`config.mk`:
```
export PLATFORM = sky130hd
export DESIGN_NAME = aes_block_uart_tx
export DESIGN_NICKNAME = d
export VERILOG_FILES = /design/src/rtl/aes_uart_pkg.sv /design/src/rtl/aes_block_uart_tx_byte.sv /design/src/rtl/aes_block_uart_tx.sv
export SDC_FILE = /design/constraint.sdc
export NUM_CORES = 1
export LEC_CHECK = 0
export BUFFER_PORTS_ARGS = -buffer_cell sky130_fd_sc_hd__buf_2
export CAP_MARGIN = 20
export CORE_MARGIN = 2
export CORE_UTILIZATION = 55
export DETAILED_ROUTE_END_ITERATION = 16
export GPL_ROUTABILITY_DRIVEN = 0
export PLACE_DENSITY = 0.86
export SLEW_MARGIN = 20
export SYNTH_ARGS = -nofsm -noshare
export SYNTH_HDL_FRONTEND = slang
export SYNTH_SLANG_ARGS = --single-unit
```
`constraint.sdc`:
```
create_clock -name i_clk -period 5.2 [get_ports i_clk]
set_clock_uncertainty 0.1 [all_clocks]
set_input_delay 0 -clock i_clk [delete_from_list [all_inputs] [get_ports i_clk]]
set_output_delay 0 -clock i_clk [all_outputs]
set_load 0.01 [all_outputs]
```
`src/rtl/aes_uart_pkg.sv`:
```
// aes_uart_pkg: shared constants, types and helpers for the AES block UART transmitter.
// Optional parity support is selected with the AES_UART_TX_PARITY_EN macro.
package aes_uart_pkg;

  localparam int N_DATA_BITS = 8;
  localparam int N_BYTES     = 16;
  localparam int OVERSAMPLE  = 13;

  localparam int BLOCK_W = N_BYTES * N_DATA_BITS;
  localparam int TICK_W  = $clog2(OVERSAMPLE);
  localparam int BIT_W   = $clog2(N_DATA_BITS);
  localparam int BYTE_W  = $clog2(N_BYTES);

  localparam logic [TICK_W-1:0] TICK_LAST = TICK_W'(OVERSAMPLE - 1);
  localparam logic [BIT_W-1:0]  BIT_LAST  = BIT_W'(N_DATA_BITS - 1);
  localparam logic [BYTE_W-1:0] BYTE_LAST = BYTE_W'(N_BYTES - 1);

  typedef logic [BLOCK_W-1:0] block_t;

  // Frame-level states of the serializer (ALIGN is only used by the block sequencer view).
  typedef enum logic [2:0] {
    ST_IDLE,
    ST_ALIGN,
    ST_START,
    ST_DATA,
    ST_PARITY,
    ST_STOP
  } tx_state_t;

  // Block-level sequencing states owned by the top level.
  typedef enum logic [1:0] {
    BLK_IDLE,
    BLK_ALIGN,
    BLK_SEND
  } blk_state_t;

  // Even parity bit: makes the total count of ones in data+parity even.
  function automatic logic even_parity(input logic [N_DATA_BITS-1:0] data);
    return ^data;
  endfunction

endpackage

```
`src/rtl/aes_block_uart_tx_byte.sv`:
```
// uart_tx_byte: serializes one UART frame (start, data LSB first, optional parity, stop).
// A new frame can be chained directly onto the end of the stop bit so blocks go out gap-free.
// AES_UART_TX_PARITY_EN defined: an even parity bit is inserted after the data bits (8E1).
module uart_tx_byte
  import aes_uart_pkg::*;
(
  input  logic                   i_clk,
  input  logic                   i_reset,
  input  logic                   i_en,
  input  logic                   i_start,
  input  logic [N_DATA_BITS-1:0] i_data,
  output logic                   o_tx,
  output logic                   o_frame_done
);

  tx_state_t              state_q, state_d;
  logic [TICK_W-1:0]      tick_q, tick_d;
  logic [BIT_W-1:0]       bit_q, bit_d;
  logic [N_DATA_BITS-1:0] shift_q, shift_d;
  logic                   tx_q, tx_d;
`ifdef AES_UART_TX_PARITY_EN
  logic                   parity_q, parity_d;
`endif
  logic                   wrap;
  logic                   frame_done;

  // The current bit ends on the i_en pulse that completes OVERSAMPLE periods.
  assign wrap = i_en && (tick_q == TICK_LAST);

  // Next-state logic: tick counting, bit sequencing and the next line level.
  always_comb begin
    state_d    = state_q;
    tick_d     = tick_q;
    bit_d      = bit_q;
    shift_d    = shift_q;
    tx_d       = tx_q;
    frame_done = 1'b0;
`ifdef AES_UART_TX_PARITY_EN
    parity_d   = parity_q;
`endif

    if ((state_q != ST_IDLE) && i_en) begin
      tick_d = wrap ? '0 : tick_q + 1'b1;
    end

    case (state_q)
      ST_IDLE: begin
        if (i_start && i_en) begin
          state_d  = ST_START;
          tick_d   = '0;
          shift_d  = i_data;
          tx_d     = 1'b0;
`ifdef AES_UART_TX_PARITY_EN
          parity_d = even_parity(i_data);
`endif
        end
      end
      ST_START: begin
        if (wrap) begin
          state_d = ST_DATA;
          bit_d   = '0;
          tx_d    = shift_q[0];
          shift_d = shift_q >> 1;
        end
      end
      ST_DATA: begin
        if (wrap) begin
          if (bit_q == BIT_LAST) begin
`ifdef AES_UART_TX_PARITY_EN
            state_d = ST_PARITY;
            tx_d    = parity_q;
`else
            state_d = ST_STOP;
            tx_d    = 1'b1;
`endif
          end else begin
            bit_d   = bit_q + 1'b1;
            tx_d    = shift_q[0];
            shift_d = shift_q >> 1;
          end
        end
      end
`ifdef AES_UART_TX_PARITY_EN
      ST_PARITY: begin
        if (wrap) begin
          state_d = ST_STOP;
          tx_d    = 1'b1;
        end
      end
`endif
      ST_STOP: begin
        if (wrap) begin
          frame_done = 1'b1;
          if (i_start) begin
            state_d  = ST_START;
            shift_d  = i_data;
            tx_d     = 1'b0;
`ifdef AES_UART_TX_PARITY_EN
            parity_d = even_parity(i_data);
`endif
          end else begin
            state_d = ST_IDLE;
            tx_d    = 1'b1;
          end
        end
      end
      default: begin
        state_d = ST_IDLE;
        tick_d  = '0;
        tx_d    = 1'b1;
      end
    endcase
  end

  // Frame state register; reset returns the line to idle high.
  always_ff @(posedge i_clk) begin
    if (i_reset) begin
      state_q  <= ST_IDLE;
      tick_q   <= '0;
      bit_q    <= '0;
      shift_q  <= '0;
      tx_q     <= 1'b1;
`ifdef AES_UART_TX_PARITY_EN
      parity_q <= 1'b0;
`endif
    end else begin
      state_q  <= state_d;
      tick_q   <= tick_d;
      bit_q    <= bit_d;
      shift_q  <= shift_d;
      tx_q     <= tx_d;
`ifdef AES_UART_TX_PARITY_EN
      parity_q <= parity_d;
`endif
    end
  end

  assign o_tx         = tx_q;
  assign o_frame_done = frame_done;

endmodule

```
`src/rtl/aes_block_uart_tx.sv`:
```
// aes_block_uart_tx: accepts a 128-bit block over valid/ready and sends it as 16 UART
// frames, byte 0 first. Owns the handshake, the block buffer, byte sequencing and o_done.
// AES_UART_TX_PARITY_EN defined: frames carry an even parity bit (handled in uart_tx_byte).
module aes_block_uart_tx
  import aes_uart_pkg::*;
(
  input  logic               i_clk,
  input  logic               i_reset,
  input  logic               i_en,
  input  logic [BLOCK_W-1:0] i_block,
  input  logic               i_block_valid,
  output logic               o_block_ready,
  output logic               o_tx,
  output logic               o_busy,
  output logic [BYTE_W-1:0]  o_byte_count,
  output logic               o_done
);

  blk_state_t        state_q, state_d;
  block_t            buf_q, buf_d;
  logic [BYTE_W-1:0] count_q, count_d;
  logic              ready_q, ready_d;
  logic              busy_q, busy_d;
  logic              done_q, done_d;
  logic              frame_start;
  logic              frame_done;
  logic              last_byte;

  assign last_byte = (count_q == BYTE_LAST);

  // Block sequencing: the buffer shifts one byte every time a frame is launched, so the
  // serializer always sees the next byte to send on the low bits.
  always_comb begin
    state_d     = state_q;
    buf_d       = buf_q;
    count_d     = count_q;
    ready_d     = ready_q;
    busy_d      = busy_q;
    done_d      = 1'b0;
    frame_start = 1'b0;

    case (state_q)
      BLK_IDLE: begin
        if (i_block_valid && ready_q) begin
          buf_d   = i_block;
          state_d = BLK_ALIGN;
          ready_d = 1'b0;
          busy_d  = 1'b1;
        end
      end
      BLK_ALIGN: begin
        frame_start = 1'b1;
        if (i_en) begin
          state_d = BLK_SEND;
          buf_d   = buf_q >> N_DATA_BITS;
        end
      end
      BLK_SEND: begin
        frame_start = !last_byte;
        if (frame_done) begin
          if (last_byte) begin
            state_d = BLK_IDLE;
            done_d  = 1'b1;
            busy_d  = 1'b0;
            ready_d = 1'b1;
            count_d = '0;
          end else begin
            count_d = count_q + 1'b1;
            buf_d   = buf_q >> N_DATA_BITS;
          end
        end
      end
      default: begin
        state_d = BLK_IDLE;
        ready_d = 1'b1;
        busy_d  = 1'b0;
        count_d = '0;
      end
    endcase
  end

  // Block state and registered status outputs.
  always_ff @(posedge i_clk) begin
    if (i_reset) begin
      state_q <= BLK_IDLE;
      buf_q   <= '0;
      count_q <= '0;
      ready_q <= 1'b1;
      busy_q  <= 1'b0;
      done_q  <= 1'b0;
    end else begin
      state_q <= state_d;
      buf_q   <= buf_d;
      count_q <= count_d;
      ready_q <= ready_d;
      busy_q  <= busy_d;
      done_q  <= done_d;
    end
  end

  uart_tx_byte u_tx_byte (
    .i_clk        (i_clk),
    .i_reset      (i_reset),
    .i_en         (i_en),
    .i_start      (frame_start),
    .i_data       (buf_q[N_DATA_BITS-1:0]),
    .o_tx         (o_tx),
    .o_frame_done (frame_done)
  );

  assign o_block_ready = ready_q;
  assign o_busy        = busy_q;
  assign o_byte_count  = count_q;
  assign o_done        = done_q;

endmodule
```
; ---- Word level (Yosys, flattened, before mapping)
; Cells that the tools add are included.
[totals]
register_bits = 156
in_bits = 132
output_inout_bits = 8
wordCells = 114
[op_classes]
add_sub_neg = 3
eq_ne = 20
n_mux = 54
bitwise = 4
reduce_logical = 22
[op_table]
columns = operator, count
row1 = two-way mux 128 bit, 4
row2 = one-hot mux 128 bit (3 select lines), 1
row3 = two-way mux 8 bit, 6
row4 = one-hot mux 8 bit (4 select lines), 1
row5 = two-way mux 3 bit, 8
row6 = two-way mux 4 bit, 5
row7 = one-hot mux 4 bit (2 select lines), 2
row8 = AND reduction 4 bit, 4
row9 = two-way mux 1 bit, 15
row10 = inequality test 2 x 1 -> 1 bit (second input constant), 6
row11 = inequality test 2 bit (second input constant), 6
row12 = one-hot mux 3 bit (4 select lines), 1
row13 = two-way mux 2 bit, 5
row14 = AND reduction 5 bit, 2
row15 = adder 4 x 1 -> 4 bit (second input constant), 2
row16 = == test 4 bit (second input constant), 2
row17 = AND reduction 7 bit, 1
row18 = == test 3 x 2 -> 1 bit (second input constant), 2
row19 = == test 3 bit (second input constant), 2
row20 = one-hot mux 1 bit (3 select lines), 2
row21 = one-hot mux 2 bit (3 select lines), 1
row22 = one-hot mux 3 bit (2 select lines), 1
row23 = nonzero test 3 bit, 2
row24 = OR reduction 3 bit, 2
row25 = other kinds (14), 20

; ---- Depth between registers and ports, before layout
; Gate-level depths: netlist (run 1).
[depth]
word_depth = 6
depth_mapped = 8
depth_no_buf = 6

; ---- By module
; A second synthesis (run 1) with hierarchy kept.
[unflattened]
cells_unflattened = 777
area_unflattened_um2 = 8039.0
[modules_own_cells]
columns = module, instances, cells_per_inst, area_each_um2, seq_area_each_um2
row1 = aes_block_uart_tx, 1, 642, 6940.4, 2742.6
row2 = uart_tx_byte, 1, 135, 1098.6, 380.4

; ---- Worst setup path before layout (run 1)
; Ideal clock, no wire load.
[synth_timing]
path_kind = register -> register
startpoint = reg state_q[0]
endpoint = reg u_tx_byte.shift_q[0]
setup_time_ns = 0.121
t_arrival_ns = 1.776
required_time_ns = 4.979
path_slack_ns = 3.203
stages_incl_launch_ff = 8
n_path_buf = 1
period_less_slack_ns = 1.997
path_cell_list = dfxtp_1 > inv_1 > ha_1 > buf_4 > o21a_1 > and3_1 > o211ai_4 > mux2_2
[synth_between]
elab_chain_cells = 5
word_cells_on_any_way = 7
cone_classes = 4 x eq/ne / 1 x mux / 2 x reduce/logical
[synth_rtl]
columns = element, line_no
row1 = start: declaration, aes_block_uart_tx.sv:19  ; blk_state_t state_q, state_d;
row2 = start signal: assignment, aes_block_uart_tx.sv:92  ; state_q <= state_d;
row3 = == test 2 bit or == test 2 x 1 -> 1 bit (tied branches), aes_block_uart_tx.sv:42  ; case (state_q)
row4 = one-hot mux 1 bit (2 select lines) (*), aes_block_uart_tx.sv:42
row5 = logical AND 1 bit, aes_block_uart_tx_byte.sv:48  ; if (i_start && i_en) begin
row6 = inequality test 2 x 1 -> 1 bit (no source line), -
row7 = AND reduction 7 bit (no source line) (*), -
row8 = end signal: assignment, aes_block_uart_tx_byte.sv:130  ; shift_q <= shift_d;
row9 = end: declaration, aes_block_uart_tx_byte.sv:19  ; logic [N_DATA_BITS-1:0] shift_q, shift_d;
; Mark *: on every way between the ends. The rest lies on a longest branch, timed or not.
; A chain may end at the register's enable or synchronous reset.

; ---- Worst setup path in the final report (run 1)
[layout_timing]
startpoint = reg count_q[0], in the netlist o_byte_count[0]
endpoint = reg buf_q[45]
[layout_between]
elab_chain_cells = 3
[layout_rtl]
columns = element, line_no
row1 = start: declaration, aes_block_uart_tx.sv:21  ; logic [BYTE_W-1:0] count_q, count_d;
row2 = start signal: assignment, aes_block_uart_tx.sv:94  ; count_q <= count_d;
row3 = == test 4 bit, aes_block_uart_tx.sv:29  ; assign last_byte = (count_q == BYTE_LAST);
row4 = inequality test 2 bit (no source line), -
row5 = AND reduction 5 bit (no source line), -
row6 = end signal: assignment, aes_block_uart_tx.sv:93  ; buf_q <= buf_d;
row7 = end: declaration, aes_block_uart_tx.sv:20  ; block_t buf_q, buf_d;
; Every way passes these cells.

==> summary.md, run 1 <==
| Metric | Value |
|---|---|
| GRT Total Usage | `0.3152` |
| DR pass1 iterations | `5` |
| Worst-Skew Late Latency | `0.42 ns` |
| Net Sw Frac | `0.4206` |
| Clk sinks | `156` |
| Worst setup SP type | `flop` |
| Inserted Clock Buffers | `17` |
| Post-synthesis mux area share | `0.1738` |
| Post-route ant nets | `0` |
| Avg WL per Cell | `19.93 microns` |
| # fillers | `887` |
| Global-route wire length before repair | `36360 microns` |
| Layout area overhead | `32.30%` |
| Port bufs | `139` |
| Fin crit share | `0.5499` |
| RSZ-0062 raised after global routing | `false` |
| Max-cap viol count | `0` |
| Largest family of logic cells by synthesized area | `compound AO/OA/AOI/OAI gates` |
| Synth Flop Type | `dfxtp_1` |
| Root buffer cell | `clkbuf_16` |
| Measured slew at the worst slew-check pin | `0.8616 ns` |
| Post-synth EDFFs | `0` |
| Core area | `13350 sq um` |
| Netlist cell types | `52` |
| Reg clk slew, reported paths | `0.06 ns` |
| Post-DP HPWL | `11160 microns` |
| Final Hold Vio Count | `0` |
| DR DRC count | `0` |
| Vias | `7241` |
| Die area | `14780 sq um` |
| Slew headroom | `0.4256` |
| Clock Power Share | `0.190` |
| Crit path required time | `5.35 ns` |
| Critical path endpoint category | `flop` |
| Antenna violations before repair | `2` |
| Crit path DAT | `3.01 ns` |
| Psw | `2.705 mW` |
| Nets | `1130` |
| Ratio of cells with drive above 1 in the final layout | `0.2166` |
| Sum Neg Setup Slack | `0 ns` |
| Max layer used | `met4` |
| CP Class | `reg2reg` |
| FMAX | `0.3497 GHz` |
| Synth warn | `0` |
| Vias in the first global route | `7087` |
| Pwr/cell area | `639.2 nW/um^2` |
| Simple-gate share of the synthesized area | `0.06516` |
| Starting Density | `0.5696` |
| Initial DRC Count | `863` |
| Smallest hold slack | `0.03346 ns` |
| PostCTS Resize Cnt | `0` |
| Async S/R FF share, synth | `0` |
| Compound-Gate Fraction of Synth Area | `0.2667` |
| Sequential area share after synthesis | `0.4107` |
| Adder-cell share of the synthesized area | `0.01481` |
| Status | `finished clean` |
| Largest net degree at the start of global routing | `104` |
| CTS max path bufs | `2` |
| Met1 Routed Length | `9200 microns` |
| Htree depth | `4` |
| Pint | `3.725 mW` |
| Met2 wire len | `11860 microns` |
| Xor and xnor fraction of the mapped netlist area | `0.002304` |
| Total wire length | `23520 microns` |
| Final setup vio count | `0` |
| Syn nets | `915` |
| Vias per inst | `6.136` |
| Die X | `121.6 microns` |
| CTS tree | `done` |
| Met3 WL | `1480 microns` |
| Boundary Pins | `140` |
| Reg power frac | `0.289` |
| Synthesized flop and latch total | `156` |
| VDD IR max | `0.0005532 V` |
| Critical path fanouts, max | `80` |
| Die Y | `121.6 microns` |
| Slew Limit Fails | `0` |
| Syn Inst Count | `774` |
| Row count | `42` |
| Leak Pwr | `4.013 nW` |
| Final min period | `2.859 ns` |
| Hold WC Path Type | `in2reg` |
| Comb pwr share | `0.521` |
| Cell Area, Synth | `7604 sq um` |
| Grt ovf | `0` |
| Avg Cell Area, Syn | `9.824 sq um` |
==> worst paths after layout <==
| path | from | end | slack (ns) | cells after the start |
|---|---|---|---|---|
| max | o_byte_count[0] | buf_q[45] | 2.34 | 6 |
| min | i_en | u_tx_byte.state_q[2] | 0.03 | 4 |
| min reg2reg | buf_q[122] | buf_q[122] | 0.38 | 2 |
| max reg2reg | o_byte_count[0] | buf_q[45] | 2.34 | 6 |
==> layout make-up <==
| type | count | area, sq um | area share |
|---|---|---|---|
| well taps | 176 | 220.2 | 0.02189 |
| diodes | 2 | 5.005 | 0.0004975 |
| inverters | 7 | 26.28 | 0.002612 |
| multi-input cells | 531 | 4004 | 0.3980 |
| repair buffers | 276 | 2098 | 0.2086 |
| clock buffers | 22 | 494.2 | 0.04913 |
| flip-flops and latches | 156 | 3123 | 0.3104 |
| clock inverters | 10 | 88.84 | 0.008831 |
==> per-layer routing <==
layer | vias up | GRT usage
met5 | - | 0
met4 | 0 | 0.1516
met3 | 89 | 0.06554
met2 | 362 | 0.5449
met1 | 3427 | 0.3734
li1 | 3363 | -
==> cell usage after synthesis (2+ instances only) <==
master / instances / share of area
nor3_1: 4 / 0.0026
mux2_2: 8 / 0.012
o21ai_0: 11 / 0.0072
a22oi_1: 2 / 0.0020
nand2b_1: 2 / 0.0016
nand2_1: 22 / 0.011
nand3_1: 6 / 0.0039
buf_4: 30 / 0.030
clkbuf_1: 22 / 0.011
and3_1: 5 / 0.0041
nand4b_1: 10 / 0.012
nand4_1: 2 / 0.0016
xor2_1: 2 / 0.0023
o41ai_1: 3 / 0.0035
buf_6: 5 / 0.0074
o31ai_1: 2 / 0.0020
mux2i_1: 123 / 0.16
inv_1: 7 / 0.0035
nor2b_1: 10 / 0.0082
a211oi_1: 100 / 0.099
dfxtp_1: 156 / 0.41
a211oi_2: 21 / 0.035
buf_2: 23 / 0.015
ha_1: 9 / 0.015
a21oi_1: 150 / 0.099
nor2_1: 13 / 0.0064
==> cells by family (layout without fill, tap and decap cells) <==
family,count (synthesis),count (layout)
AO/OA/AOI/OAI,305,305
XOR/XNOR,2,2
adder cells (fa/ha/maj),9,9
buffers and inverters,87,315
flip-flops,156,156
multiplexers,131,131
other,0,2
AND/OR/NAND/NOR,84,84
==> power groups by stage <==
stage / Combinational [mW] / Sequential, mW / Clock, mW
floorplan: 2.75 / 1.78 / 0
global placement: 3.02 / 1.84 / 0
detailed placement: 3.08 / 1.85 / 0
CTS: 3.17 / 1.83 / 1.21
global route: 3.59 / 1.89 / 1.28
finish: 3.35 / 1.86 / 1.22
==> registers in the layout (all words and copies together), names as in the netlist <==
signal,cells
o_done,1
state_q,2
o_byte_count,4
u_tx_byte.bit_q,3
buf_q,128
u_tx_byte.shift_q,8
u_tx_byte.state_q,3
o_block_ready,1
u_tx_byte.tick_q,4
u_tx_byte.o_tx,1
o_busy,1
==> cells in the final DEF (no fill, tap or decap), types with 3 or more instances in the layout <==
master,instances
mux2_2,8
a211oi_2,20
and3_1,5
dlygate4sd3_1,129
o41ai_1,3
buf_2,138
ha_1,8
mux2i_1,123
nor2b_1,10
o21ai_0,11
nand4b_1,10
clkinv_2,4
inv_1,7
nand2_1,22
clkbuf_16,17
a211oi_1,100
clkbuf_8,5
dfxtp_1,156
a21oi_1,150
clkinvlp_4,4
nand3_1,6
nor3_1,4
nor2_1,13
buf_4,5
==> per-stage QoR <==
step / cells / setup slack, ns / instance area, sq um / power [mW] / util
6_report: 1180 / 2.341 / 10060 / 6.430 / 0.7537
2_1_floorplan: 774 / 3.203 / 7604 / 4.532 / -
3_5_place_dp: 1016 / 2.175 / 8149 / 4.929 / 0.6105
4_1_cts: 1177 / 2.153 / 10020 / 6.216 / 0.7509
5_1_grt: 1180 / 2.256 / 10060 / 6.764 / 0.7537
3_3_place_gp: 1016 / 2.203 / 8149 / 4.853 / 0.6105
==> worst max-delay path, cell delays in order (launching register included) <==
cell and delay, ns:
dfxtp_1 0.34, ha_1 0.26, and3_1 0.27, o31a_2 0.46
nor2_4 0.58, buf_12 0.40, a211oi_1 0.20
==> timing repair <==
| item | in CTS | in global routing |
|---|---|---|
| hold endpoints to repair | 129 | 0 |
| hold buffers | 129 | 0 |
| endpoints found under the setup margin | 0 | 0 |
| setup buffers | 0 | 0 |
No activity file was read; power rests on OpenSTA's default activity.
==> run 2, diff against run 1 <==
==> constraint.sdc (replaced) <==
create_clock -name i_clk -period 3 [get_ports i_clk]
set_clock_uncertainty 0.1 [all_clocks]
set_input_delay 0 -clock i_clk [delete_from_list [all_inputs] [get_ports i_clk]]
set_output_delay 0 -clock i_clk [all_outputs]
set_load 0.01 [all_outputs]
==> summary.md, run 2 (synthesized netlist as in run 1, its figures left out) <==
| Metric | Value |
|---|---|
| Number of cells on the worst reg-to-reg path | `7 (was 6)` |
| Layout area overhead | `35.81% (was 32.30%)` |
| Final min period | `2.869 ns (was 2.859 ns)` |
| Status | `finished clean (unchanged)` |
| Max reg flops | `128 (unchanged)` |
| Boundary Pins | `140 (unchanged)` |
| VDD IR max | `0.0009761 V (was 0.0005532 V)` |
| Grt ovf | `0 (unchanged)` |
| Post-route ant nets | `0 (unchanged)` |
| Worst setup SP type | `flop (unchanged)` |
| Critical path endpoint category | `flop (unchanged)` |
| CP Class | `reg2reg (unchanged)` |
| DR DRC count | `0 (unchanged)` |
| Worst-Skew Late Latency | `0.43 ns (was 0.42 ns)` |
| Slew headroom | `0.5309 (was 0.4256)` |
| Fin crit share | `0.9563 (was 0.5499)` |
| Crit path required time | `3.28 ns (was 5.35 ns)` |
| RSZ-0062 raised after global routing | `false (unchanged)` |
| Root buffer cell | `clkbuf_16 (unchanged)` |
| Worst R2R Start | `o_byte_count[0] (unchanged)` |
| Starting Density | `0.5696 (unchanged)` |
| Initial DRC Count | `730 (was 863)` |
| Avg WL per Cell | `20.18 microns (was 19.93 microns)` |
| Reg-to-reg setup timing slack | `0.13 ns (was 2.34 ns)` |
| Max-cap viol count | `0 (unchanged)` |
| CTS tree | `done (unchanged)` |
| Final core utilization | `0.7736 (was 0.7537)` |
| Leak Pwr | `4.165 nW (was 4.013 nW)` |
| Measured slew at the worst slew-check pin | `0.7037 ns (was 0.8616 ns)` |
| FF-to-FF End | `buf_q[34] (was buf_q[45])` |
| Die X | `121.6 microns (unchanged)` |
| Hold WC Path Type | `in2reg (unchanged)` |
| Antenna violations before repair | `2 (unchanged)` |
| Htree depth | `4 (unchanged)` |
| Largest net degree at the start of global routing | `129 (was 104)` |
| Vias | `7344 (was 7241)` |
| Post-DP HPWL | `11540 microns (was 11160 microns)` |
| Reg clk slew, reported paths | `0.07 ns (was 0.06 ns)` |
| End of the critical path | `buf_q[34] (was buf_q[45])` |
| Ratio of cells with drive above 1 in the final layout | `0.2231 (was 0.2166)` |
| Final Hold Vio Count | `0 (unchanged)` |
| Vias in the first global route | `7305 (was 7087)` |
| Die area | `14780 sq um (unchanged)` |
| Crit path from | `o_byte_count[0] (unchanged)` |
| Slew Limit Fails | `0 (unchanged)` |
| Total wire length | `24210 microns (was 23520 microns)` |
| Critical path fanouts, max | `128 (was 80)` |
| Core area | `13350 sq um (unchanged)` |
| GRT Total Usage | `0.3279 (was 0.3152)` |
| Pwr Total | `11.67 mW (was 6.430 mW)` |
| Final setup vio count | `0 (unchanged)` |
| Largest Register | `buf_q (unchanged)` |
| Nets | `1151 (was 1130)` |
| Clk sinks | `156 (unchanged)` |
| Die Y | `121.6 microns (unchanged)` |
| Inserted Clock Buffers | `17 (unchanged)` |
| Commonest cells after routing, fill and taps aside | `dfxtp_1, a21oi_1, buf_2 (unchanged)` |
| CTS max path bufs | `2 (unchanged)` |
| Top flop regs | `buf_q x128, u_tx_byte.shift_q x8 (unchanged)` |
| Pwr/cell area | `1130 nW/um^2 (was 639.2 nW/um^2)` |
| Sum Neg Setup Slack | `0 ns (unchanged)` |
| Leading cell type in the layout, fill and taps excluded | `dfxtp_1 (unchanged)` |
| Port bufs | `139 (unchanged)` |
| Global-route wire length before repair | `37590 microns (was 36360 microns)` |
| Row count | `42 (unchanged)` |
| DR pass1 iterations | `5 (unchanged)` |
| Crit path DAT | `3.15 ns (was 3.01 ns)` |
| FMAX | `0.3486 GHz (was 0.3497 GHz)` |
| Vias per inst | `6.120 (was 6.136)` |
run 2: cell type report:
type                            count  area, sq um
Inverter                            7        26.28
Clock buffer                       19        442.9
Tap cell                          176        220.2
Sequential cell                   156         3123
Clock inverter                     12        147.6
Multi-Input combinational cell    531         4004
Timing Repair Buffer              297         2357
Antenna cell                        2        5.005
Fill cell                         843         3022
run 2: worst max-delay path, cell delays in order (launching register included):
cell	delay [ns]
dfxtp_1	0.35
ha_1	0.25
and3_1	0.27
o31ai_4	0.30
buf_12	0.45
a21oi_1	0.18
a211oi_2	0.25
dlygate4sd3_1	0.57
run 2: worst min-delay path by stage:
stage | start | endpoint | slack, ns | depth (start not counted)
2_1_floorplan | i_block[120] | buf_q[120] | 0.07 | 2
3_3_place_gp | i_block[127] | buf_q[127] | 0.19 | 3
3_5_place_dp | i_block[125] | buf_q[125] | 0.19 | 3
4_1_cts | i_en | u_tx_byte.state_q[2] | 0.02 | 4
5_1_grt | i_en | u_tx_byte.state_q[2] | 0.04 | 4
6_report | i_en | u_tx_byte.state_q[2] | 0.03 | 4
run 2: what timing repair did:
item                                   4_1_cts  5_1_grt
gates resized for setup                      0        1
hold buffers                               137        0
setup buffers                                0        6
endpoints found under the hold margin      132        0
setup endpoints to repair                    0        2
run 2: metal layers:
metal  track usage  routed length (microns)
met2        0.5618                    12230
met1        0.3786                     9310
met4        0.1882                     1280
met5             0                        0
met3       0.07116                     1392
run 2: report_power, final:
part           switching, mW  internal [mW]  total, mW
combinational           3.48           2.79       6.27
clock                  0.865           1.32       2.18
sequential             0.426           2.79       3.22
run 2: through the flow:
stage,std cells,hold WS [ns],cell area (sq um),setup slack (ns)
2_1_floorplan,774,0.06913,7604,1.003
3_3_place_gp,1024,0.1854,8297,0.6423
3_5_place_dp,1024,0.1893,8297,0.5851
4_1_cts,1192,0.01692,10260,0.09671
5_1_grt,1200,0.03770,10330,0.008298
6_report,1200,0.03082,10330,0.1312
==> run 3, diff against run 2 <==
--- a/config.mk
+++ b/config.mk
@@ -11,7 +11,7 @@
 export CORE_UTILIZATION = 55
 export DETAILED_ROUTE_END_ITERATION = 16
 export GPL_ROUTABILITY_DRIVEN = 0
-export PLACE_DENSITY = 0.86
+export PLACE_DENSITY = 0.9
 export SLEW_MARGIN = 20
 export SYNTH_ARGS = -nofsm -noshare
 export SYNTH_HDL_FRONTEND = slang
==> summary.md, run 3 (synthesized netlist as in run 1, its figures left out) <==
| Metric | Value |
|---|---|
| CTS max path bufs | `2 (unchanged)` |
| FF-to-FF End | `buf_q[10] (was buf_q[34])` |
| Commonest cells after routing, fill and taps aside | `dfxtp_1, a21oi_1, buf_2 (unchanged)` |
| Post-DP HPWL | `11430 microns (was 11540 microns)` |
| Smallest hold slack | `0.1022 ns (was 0.03082 ns)` |
| Worst Hold Path EP | `u_tx_byte.state_q[0] (was u_tx_byte.state_q[2])` |
| Final Hold Vio Count | `0 (unchanged)` |
| Fin crit share | `0.8068 (was 0.9563)` |
| Total wire length | `23140 microns (was 24210 microns)` |
| Htree depth | `4 (unchanged)` |
| Core area | `13350 sq um (unchanged)` |
| N_diodes | `0 (was 2)` |
| Inserted Clock Buffers | `17 (unchanged)` |
| Largest Register | `buf_q (unchanged)` |
| PostCTS Resize Cnt | `0 (unchanged)` |
| Critical path fanouts, max | `128 (unchanged)` |
| Measured slew at the worst slew-check pin | `0.8910 ns (was 0.7037 ns)` |
| Crit path cell chain | `inv_1 -> ha_1 -> a211oi_4 -> buf_12 -> a21oi_1 -> a211oi_1 (was ha_1 -> and3_1 -> o31ai_4 -> buf_12 -> a21oi_1 -> a211oi_2 -> dlygate4sd3_1)` |
| Max reg flops | `128 (unchanged)` |
| Design Area, Final | `10140 sq um (was 10330 sq um)` |
| VDD IR max | `0.001088 V (was 0.0009761 V)` |
| Starting Density | `0.5696 (unchanged)` |
| # fillers | `841 (was 843)` |
| Worst R2R Start | `state_q[1] (was o_byte_count[0])` |
| CTS tree | `done (unchanged)` |
| FMAX | `0.4132 GHz (was 0.3486 GHz)` |
| Dpl cell area | `8224 sq um (was 8297 sq um)` |
| Nets | `1135 (was 1151)` |
| Global-route wire length before repair | `36580 microns (was 37590 microns)` |
| Delay-heaviest family, CP | `compound AO/OA/AOI/OAI gates (was buffers and inverters)` |
| Worst path slowest cell | `buf_12 (was dlygate4sd3_1)` |
| Sum Neg Setup Slack | `0 ns (unchanged)` |
| Avg WL per Cell | `19.58 microns (was 20.18 microns)` |
| Worst setup SP type | `flop (unchanged)` |
| Number of cells on the worst reg-to-reg path | `6 (was 7)` |
| Worst-Skew Late Latency | `0.42 ns (was 0.43 ns)` |
| DR pass1 iterations | `7 (was 5)` |
| Leak Pwr | `4.055 nW (was 4.165 nW)` |
| Final min period | `2.420 ns (was 2.869 ns)` |
| Vias per inst | `6.139 (was 6.120)` |
| Initial DRC Count | `722 (was 730)` |
| Reg clk slew, reported paths | `0.07 ns (about the same)` |
| Port bufs | `139 (unchanged)` |
| Pwr/cell area | `1110 nW/um^2 (was 1130 nW/um^2)` |
| Slew headroom | `0.4060 (was 0.5309)` |
| Post-route ant nets | `0 (unchanged)` |
| Max-cap viol count | `0 (unchanged)` |
| Die X | `121.6 microns (unchanged)` |
| DP Cell Count | `1021 (was 1024)` |
| CP bufs+invs | `2 (unchanged)` |
| Crit path required time | `3.20 ns (was 3.28 ns)` |
| Boundary Pins | `140 (unchanged)` |
| Slew Limit Fails | `0 (unchanged)` |
| Final setup vio count | `0 (unchanged)` |
| GRT Total Usage | `0.3169 (was 0.3279)` |
| Critical path endpoint category | `flop (unchanged)` |
| Top flop regs | `buf_q x128, u_tx_byte.shift_q x8 (unchanged)` |
| Crit path DAT | `2.62 ns (was 3.15 ns)` |
| Status | `finished clean (unchanged)` |
| Reg-to-reg setup timing slack | `0.58 ns (was 0.13 ns)` |
| Die Y | `121.6 microns (unchanged)` |
| Final Non-Filler Cells | `1182 (was 1200)` |
| Hold Crit Depth | `2 (was 4)` |
| Leading cell type in the layout, fill and taps excluded | `dfxtp_1 (unchanged)` |
| Vias | `7256 (was 7344)` |
| Vias in the first global route | `7269 (was 7305)` |
| Clk sinks | `156 (unchanged)` |
| Layout area overhead | `33.37% (was 35.81%)` |
| RSZ-0062 raised after global routing | `false (unchanged)` |
| Grt ovf | `0 (unchanged)` |
| Antenna violations before repair | `0 (was 2)` |
| Hold Crit Start | `i_reset (was i_en)` |
| Root buffer cell | `clkbuf_16 (unchanged)` |
| Row count | `42 (unchanged)` |
| Largest net degree at the start of global routing | `129 (unchanged)` |
| Hold WC Path Type | `in2reg (unchanged)` |
| DR DRC count | `0 (unchanged)` |
| CP max stage delay | `0.41 ns (was 0.57 ns)` |
| Ratio of cells with drive above 1 in the final layout | `0.2187 (was 0.2231)` |
| Die area | `14780 sq um (unchanged)` |
| CP Class | `reg2reg (unchanged)` |
-- run 3: worst register-to-register path: cells and delay by family, from the launching register on --
kind | cells | cell delay, ns
flops | 1 | 0.36
buf+inv | 2 | 0.51
fa+ha+maj | 1 | 0.37
compound gates | 3 | 0.96
-- run 3: metrics by stage --
step,total power [mW],utilization,worst slack (ns)
2_1_floorplan,7.856,-,1.003
3_3_place_gp,8.471,0.6161,0.7629
3_5_place_dp,8.599,0.6161,0.7052
4_1_cts,10.98,0.7597,0.6731
5_1_grt,11.88,0.7597,0.4193
6_report,11.26,0.7597,0.5797
-- run 3: layout make-up --
class	instances	area [sq um]	share of cell area
Inverter	7	26.28	0.002591
Multi-Input combinational cell	531	4004	0.3948
Tap cell	176	220.2	0.02171
Clock buffer	19	452.9	0.04466
Sequential cell	156	3123	0.3080
Clock inverter	12	162.7	0.01604
Timing Repair Buffer	281	2152	0.2122
-- run 3: power by group --
group          internal [mW]  switching, mW  total [mW]
clock network           1.36          0.890        2.25
registers               2.79          0.438        3.23
logic                   2.44           3.34        5.78
-- run 3: how the worst max path moves through the flow --
stage	startpoint	end	slack [ns]	cells past startpoint
6_report	state_q[1]	buf_q[10]	0.58	6
5_1_grt	state_q[1]	buf_q[10]	0.42	6
4_1_cts	o_byte_count[0]	buf_q[78]	0.67	6
3_5_place_dp	o_byte_count[0]	buf_q[76]	0.71	6
3_3_place_gp	state_q[1]	u_tx_byte.shift_q[1]	0.76	6
2_1_floorplan	state_q[0]	u_tx_byte.shift_q[0]	1.00	7
-- run 3: layer usage --
metal  track usage  share of wire  vias up  routed length (microns)
li1              -              -     3385                        -
met2        0.5397           0.49      388                    11330
met4        0.1925          0.048        0                     1119
met1        0.3697           0.40     3383                     9174
met5             0              0        -                        0
met3       0.05993          0.065      100                     1515
-- run 3: timing repair --
| item | 4_1_cts | 5_1_grt |
|---|---|---|
| hold endpoints to repair | 130 | 0 |
| buffers inserted | 0 | 0 |
| hold buffers | 130 | 0 |
